## src/rtl/i2c_eeprom_seq.sv

```systemverilog
// i2c_eeprom_seq: burst write / read-back sequencer in front of the I2C byte controller.
// Issues BYTE_NUM single-byte transactions at consecutive addresses, stretches i2c_start
// across one controller clock, synchronises i2c_end, and checks read data against the
// seed+index pattern.
module i2c_eeprom_seq #(
    parameter int BYTE_NUM    = 8,          // 1..256
    parameter int I2C_CLK_DIV = 50,         // >= 1
    parameter int WR_GAP_CYC  = 250_000,    // >= 1
    parameter int TIMEOUT_CYC = 2_000_000   // >= 1
) (
    input  logic        sys_clk,
    input  logic        sys_rst_n,
    input  logic        wr_req,
    input  logic        rd_req,
    input  logic [15:0] base_addr,
    input  logic [7:0]  seed,
    input  logic        i2c_end,
    input  logic [7:0]  i2c_rd_data,
    output logic        wr_en,
    output logic        rd_en,
    output logic        i2c_start,
    output logic [15:0] byte_addr,
    output logic [7:0]  wr_data,
    output logic [7:0]  rd_byte,
    output logic        rd_valid,
    output logic        busy,
    output logic        done,
    output logic        timeout,
    output logic [7:0]  err_cnt
);

    localparam int IDX_W = (BYTE_NUM > 1) ? $clog2(BYTE_NUM) : 1;
    localparam logic [IDX_W-1:0] LAST_IDX   = IDX_W'(BYTE_NUM - 1);
    localparam logic [31:0]      ISSUE_LAST = 32'(I2C_CLK_DIV - 1);
    localparam logic [31:0]      GAP_LAST   = 32'(WR_GAP_CYC - 1);
    localparam logic [31:0]      TO_LAST    = 32'(TIMEOUT_CYC - 1);

    localparam logic [1:0] S_IDLE  = 2'd0;
    localparam logic [1:0] S_ISSUE = 2'd1;
    localparam logic [1:0] S_WAIT  = 2'd2;
    localparam logic [1:0] S_GAP   = 2'd3;

    logic [1:0]       r_state;
    logic [31:0]      r_cnt;       // shared by start hold, watchdog and write gap
    logic [IDX_W-1:0] r_idx;
    logic [15:0]      r_base;
    logic [7:0]       r_seed;
    logic             r_wr_en;
    logic             r_rd_en;
    logic             r_busy;
    logic             r_done;
    logic             r_timeout;
    logic [7:0]       r_rd_byte;
    logic             r_rd_valid;
    logic [7:0]       r_err_cnt;
    logic             r_end_s1;
    logic             r_end_s2;
    logic             r_end_s3;

    logic       w_end_rise;
    logic       w_adv;
    logic [7:0] w_exp;

    // Address and pattern come straight from the latched base/seed and the index, so
    // they hold still for the whole transaction without extra registers.
    assign w_exp      = r_seed + 8'(r_idx);
    assign w_end_rise = r_end_s2 & ~r_end_s3;
    // Byte finished: write after its gap, read as soon as its end is seen.
    assign w_adv      = ((r_state == S_GAP) && (r_cnt == GAP_LAST)) ||
                        ((r_state == S_WAIT) && w_end_rise && r_rd_en);

    assign wr_en     = r_wr_en;
    assign rd_en     = r_rd_en;
    assign i2c_start = (r_state == S_ISSUE);
    assign byte_addr = r_base + 16'(r_idx);
    assign wr_data   = w_exp;
    assign rd_byte   = r_rd_byte;
    assign rd_valid  = r_rd_valid;
    assign busy      = r_busy;
    assign done      = r_done;
    assign timeout   = r_timeout;
    assign err_cnt   = r_err_cnt;

    // Bring the controller's end pulse into sys_clk and keep one stage for edge detect.
    always_ff @(posedge sys_clk or negedge sys_rst_n) begin
        if (!sys_rst_n) begin
            r_end_s1 <= 1'b0;
            r_end_s2 <= 1'b0;
            r_end_s3 <= 1'b0;
        end else begin
            r_end_s1 <= i2c_end;
            r_end_s2 <= r_end_s1;
            r_end_s3 <= r_end_s2;
        end
    end

    // Burst sequencer: accept, issue, wait for end (with watchdog), gap, advance.
    always_ff @(posedge sys_clk or negedge sys_rst_n) begin
        if (!sys_rst_n) begin
            r_state    <= S_IDLE;
            r_cnt      <= '0;
            r_idx      <= '0;
            r_base     <= '0;
            r_seed     <= '0;
            r_wr_en    <= 1'b0;
            r_rd_en    <= 1'b0;
            r_busy     <= 1'b0;
            r_done     <= 1'b0;
            r_timeout  <= 1'b0;
            r_rd_byte  <= '0;
            r_rd_valid <= 1'b0;
            r_err_cnt  <= '0;
        end else begin
            r_done     <= 1'b0;
            r_rd_valid <= 1'b0;
            case (r_state)
                S_IDLE: begin
                    // Write has priority; a simultaneous read request is simply lost.
                    if (wr_req || rd_req) begin
                        r_state   <= S_ISSUE;
                        r_cnt     <= '0;
                        r_idx     <= '0;
                        r_base    <= base_addr;
                        r_seed    <= seed;
                        r_wr_en   <= wr_req;
                        r_rd_en   <= ~wr_req;
                        r_busy    <= 1'b1;
                        r_timeout <= 1'b0;
                        if (!wr_req)
                            r_err_cnt <= '0;
                    end
                end
                S_ISSUE: begin
                    // Hold start for a full controller clock so the slow side sees it.
                    if (r_cnt == ISSUE_LAST) begin
                        r_state <= S_WAIT;
                        r_cnt   <= '0;
                    end else begin
                        r_cnt <= r_cnt + 32'd1;
                    end
                end
                S_WAIT: begin
                    if (w_end_rise) begin
                        r_cnt <= '0;
                        if (r_wr_en) begin
                            r_state <= S_GAP;
                        end else begin
                            r_rd_byte  <= i2c_rd_data;
                            r_rd_valid <= 1'b1;
                            if ((i2c_rd_data != w_exp) && (r_err_cnt != 8'hFF))
                                r_err_cnt <= r_err_cnt + 8'd1;
                        end
                    end else if (r_cnt == TO_LAST) begin
                        r_state   <= S_IDLE;
                        r_timeout <= 1'b1;
                        r_busy    <= 1'b0;
                        r_wr_en   <= 1'b0;
                        r_rd_en   <= 1'b0;
                    end else begin
                        r_cnt <= r_cnt + 32'd1;
                    end
                end
                default: begin
                    // S_GAP: EEPROM internal write cycle; exit handled by w_adv below.
                    r_cnt <= r_cnt + 32'd1;
                end
            endcase

            if (w_adv) begin
                r_cnt <= '0;
                if (r_idx == LAST_IDX) begin
                    r_state <= S_IDLE;
                    r_done  <= 1'b1;
                    r_busy  <= 1'b0;
                    r_wr_en <= 1'b0;
                    r_rd_en <= 1'b0;
                end else begin
                    r_state <= S_ISSUE;
                    r_idx   <= r_idx + 1'b1;
                end
            end
        end
    end

endmodule

```

## config.mk

```make
export PLATFORM = sky130hd
export DESIGN_NAME = i2c_eeprom_seq
export DESIGN_NICKNAME = d
export VERILOG_FILES = /design/src/rtl/i2c_eeprom_seq.sv
export SDC_FILE = /design/constraint.sdc
export NUM_CORES = 1
export LEC_CHECK = 0
export ABC_AREA = 1
export BUFFER_PORTS_ARGS = -buffer_cell sky130_fd_sc_hd__buf_2
export CORE_MARGIN = 2
export CORE_UTILIZATION = 63
export DETAILED_ROUTE_END_ITERATION = 12
export PLACE_DENSITY = 0.87
export RECOVER_POWER = 50
export SLEW_MARGIN = 40
export SYNTH_ARGS = -nofsm -noshare
export SYNTH_HDL_FRONTEND = slang
export SYNTH_SLANG_ARGS = --single-unit
```

## constraint.sdc

```tcl
create_clock -name sys_clk -period 4.1 [get_ports sys_clk]
set_input_delay 0.615 -clock sys_clk [delete_from_list [all_inputs] [get_ports sys_clk]]
set_output_delay 0.615 -clock sys_clk [all_outputs]
set_load 0.02 [all_outputs]
```

==> results by group <==
Pwr
  – Clock power share: 43.5%
  – Pwr per Cell Area: 249 nW/um^2
  – P_sw: 353 uW
  – Sequential Power Share: 53.7%
  – Leak: 3.53 nW
  – Int Pwr: 1.23 mW
  – Combinational fraction of design power: 2.9%
  – Sw Share: 22.3%
  – Max VDD drop: 0.163 mV
  – Design Power: 1.58 mW

Logic synthesis
  – Simple-gate share of the synthesized area: 37.9%
  – Adder-cell share of the synthesized area: 4.23%
  – Synth Area in Compound Gates: 5.68%
  – Seq/Total Area, Yosys: 37.9%
  – Yosys reg bits: 86
  – Number of library cell types mapped by synthesis: 40
  – Mux cell area share after synthesis: 2.57%
  – Asr flop ratio synth: 100%
  – Post-Synth XOR/XNOR Area: 2.77%
  – Main synth FF type: dfrtp_1
  – Area of the mapped netlist: 5690 sq um
  – Number of flops mapped to enable cells by yosys: 0
  – Net Count, Synth: 856
  – Syn. warnings: 0
  – Mean post-synth cell area: 7.10 sq um
  – Largest family of logic cells by synthesized area: simple AND/OR/NAND/NOR gates
  – Mapped Cells: 801

STA
  – Final setup fails: 0
  – Slew headroom: -95.5%
  – RSZ-0062 raised after global routing: false
  – TNS Setup: 0 ps
  – Fmax: 0.289 GHz
  – Tmin final: 3450 ps
  – Period utilization: 84.3%
  – Least-Margin Pin Slew: 2930 ps
  – Hold slack: 340 ps
  – Slew Limit Fails: 68
  – Final Hold Vio Count: 0
  – Layout Skew: 11.7 ps

Placed design
  – Dpl cells: 977
  – Dpl hpwl: 10,800 microns
  – PortBufs: 83
  – GP Congestion: 1.03
  – DP Area: 6170 sq um

Cells and area
  – Layout cells sized above 1: 14.0%
  – Commonest non-fill, non-tap cell in the layout: nand2_1
  – # diodes: 0
  – Final layout net count: 935
  – Final instance area: 6360 sq um
  – Fillers: 701
  – Post-route insts no fill: 993
  – Layout area overhead: 11.9%
  – Commonest cells after routing, fill and taps aside: nand2_1 (212), inv_1 (107), nor2_1 (93)

Routing
  – Detailed Route WL: 14,400 microns
  – Routed Antenna Nets: 0
  – Via density: 5.57
  – DRC viols: 0
  – Initial DRC count: 360
  – Wire per inst: 14.5 microns
  – Pre-antenna DRT Iters: 5
  – Vias post-DR: 5,527

Run status
  – Outcome: finished, violations left
  – Failing checks: max-capacitance violations, max-slew violations

Clock network
  – Clock tree buffer depth: 2
  – H-tree depth: 3
  – Worst-path clk slew: 100 ps
  – CTS tree: yes
  – Post-CTS setup buffers: 0
  – Sink Count: 86
  – CTS root buffer: clkbuf_8
  – Post-cts resize count: 0
  – Clk_lat worst skew: 370 ps
  – Hold_buf cts: 0
  – Total CTS buffers: 9

GRT
  – Overall overflow remaining after global route: 0
  – First-pass GRT wire length: 24,000 microns
  – Met3 GRT Util: 6.17%
  – GRT Max-Usage Layer: met2
  – Tot GR Track Use: 30.1%
  – Global Route met2 Usage: 52.2%
  – Initial antenna violation count: 0
  – M1 GR Usage: 36.8%
  – Largest net degree at the start of global routing: 68
  – Vias in the first global route: 5,439

Floorplanning
  – Core area: 8720 sq um
  – Die area: 9800 sq um
  – Row Count: 34
  – Die Y: 99.0 microns
  – Num ports: 84
  – Die Width: 99.0 microns
  – Initial core utilization: 65.2%

Hold path
  – WHS Path Cells: 1
  – Worst hold path class: primary input to register

Critical path
  – Critical Path Start Type: register
  – CP arrival: 2840 ps
  – Setup CP Type: register to output pin
  – CP Data Required Time: 3480 ps
  – Worst r2r path cells: 11
  – Critical path fanouts, max: 5
  – Critical Path End Type: output pin

Flow run
  – Maximum Capacitance Violations: 1
==> cells in the mapped netlist, types with 13 or more instances <==
master / instances / area, sq um
nor3_1: 21 / 105
ha_1: 16 / 200
inv_1: 107 / 402
o21ai_0: 23 / 115
xor2_1: 13 / 114
dfrtp_1: 86 / 2150
a21oi_1: 26 / 130
nand2_1: 213 / 800
nor2_1: 93 / 349
nand4_1: 25 / 156
nand3_1: 87 / 435
mux2_2: 13 / 146
==> stage by stage <==
step	utilization (%)	setup slack (ps)
2_1_floorplan	-	1220
3_3_place_gp	70.7	1160
3_5_place_dp	70.7	1110
4_1_cts	73.3	603
5_1_grt	73.0	318
6_report	73.0	645
==> routing by layer <==
| metal | vias to the layer above | part of all wire (%) |
|---|---|---|
| met5 | - | 0 |
| met4 | 0 | 2.3 |
| met3 | 40 | 7.4 |
| met2 | 216 | 49 |
| met1 | 2546 | 41 |
| li1 | 2725 | - |
==> state kept, by name, indices dropped and copies added, names as in the netlist, 2 cells and up <==
signal / flops
rd_byte: 8
err_cnt: 8
r_cnt: 32
r_base: 16
r_state: 2
r_seed: 8
r_idx: 3
==> worst paths after layout <==
check	to	from	slack, ps
setup reg to reg	r_cnt[24]$_DFFE_PN0P_	r_state[0]$_DFFE_PN0P_	1040
setup / recovery	byte_addr[14]	r_idx[0]$_DFF_PN0_	650
min in group asynchronous	err_cnt[5]$_DFFE_PN0P_	sys_rst_n	1350
hold reg to reg	r_end_s2$_DFF_PN0_	r_end_s1$_DFF_PN0_	360
hold / removal	r_end_s1$_DFF_PN0_	i2c_end	340
max in group asynchronous	r_base[4]$_DFFE_PN0P_	sys_rst_n	1040
==> power groups by stage <==
stage	logic (mW)	registers [mW]	clock network, mW
after floorplan	0.00906	0.866	0
after global placement	0.0458	0.866	0
after detailed placement	0.0470	0.867	0
after CTS	0.0473	0.850	0.691
after global routing	0.0533	0.850	0.721
final	0.0454	0.850	0.689
==> worst max-delay path: stages, from the launching register on <==
cell and delay (ps):
dfrtp_1 430, ha_1 190, inv_1 50, fa_1 390, nor2_1 110, o21ai_0 110, nor3_1 290, nand3_1 190
nor2_1 240, nand4_1 140, xnor2_1 140, buf_2 180
==> cells by family (layout without fill, tap and decap cells) <==
kind of cell / after synthesis / in the layout
AO/OA/AOI/OAI: 61 / 61
XOR/XNOR: 18 / 18
adder cells (fa/ha/maj): 18 / 18
buffers and inverters: 128 / 212
flip-flops: 86 / 86
multiplexers: 13 / 13
AND/OR/NAND/NOR: 477 / 477
==> layout make-up <==
cell class | count | area (sq um) | area share (%)
clock buffer | 12 | 145 | 2.28
multi-input combinational | 587 | 3030 | 47.6
timing repair buffer | 85 | 407 | 6.39
tap | 108 | 135 | 2.12
clock inverter | 4 | 77.6 | 1.22
sequential | 86 | 2150 | 33.8
inverter | 111 | 419 | 6.59
Note: power is estimated with default switching activity, not from simulation.
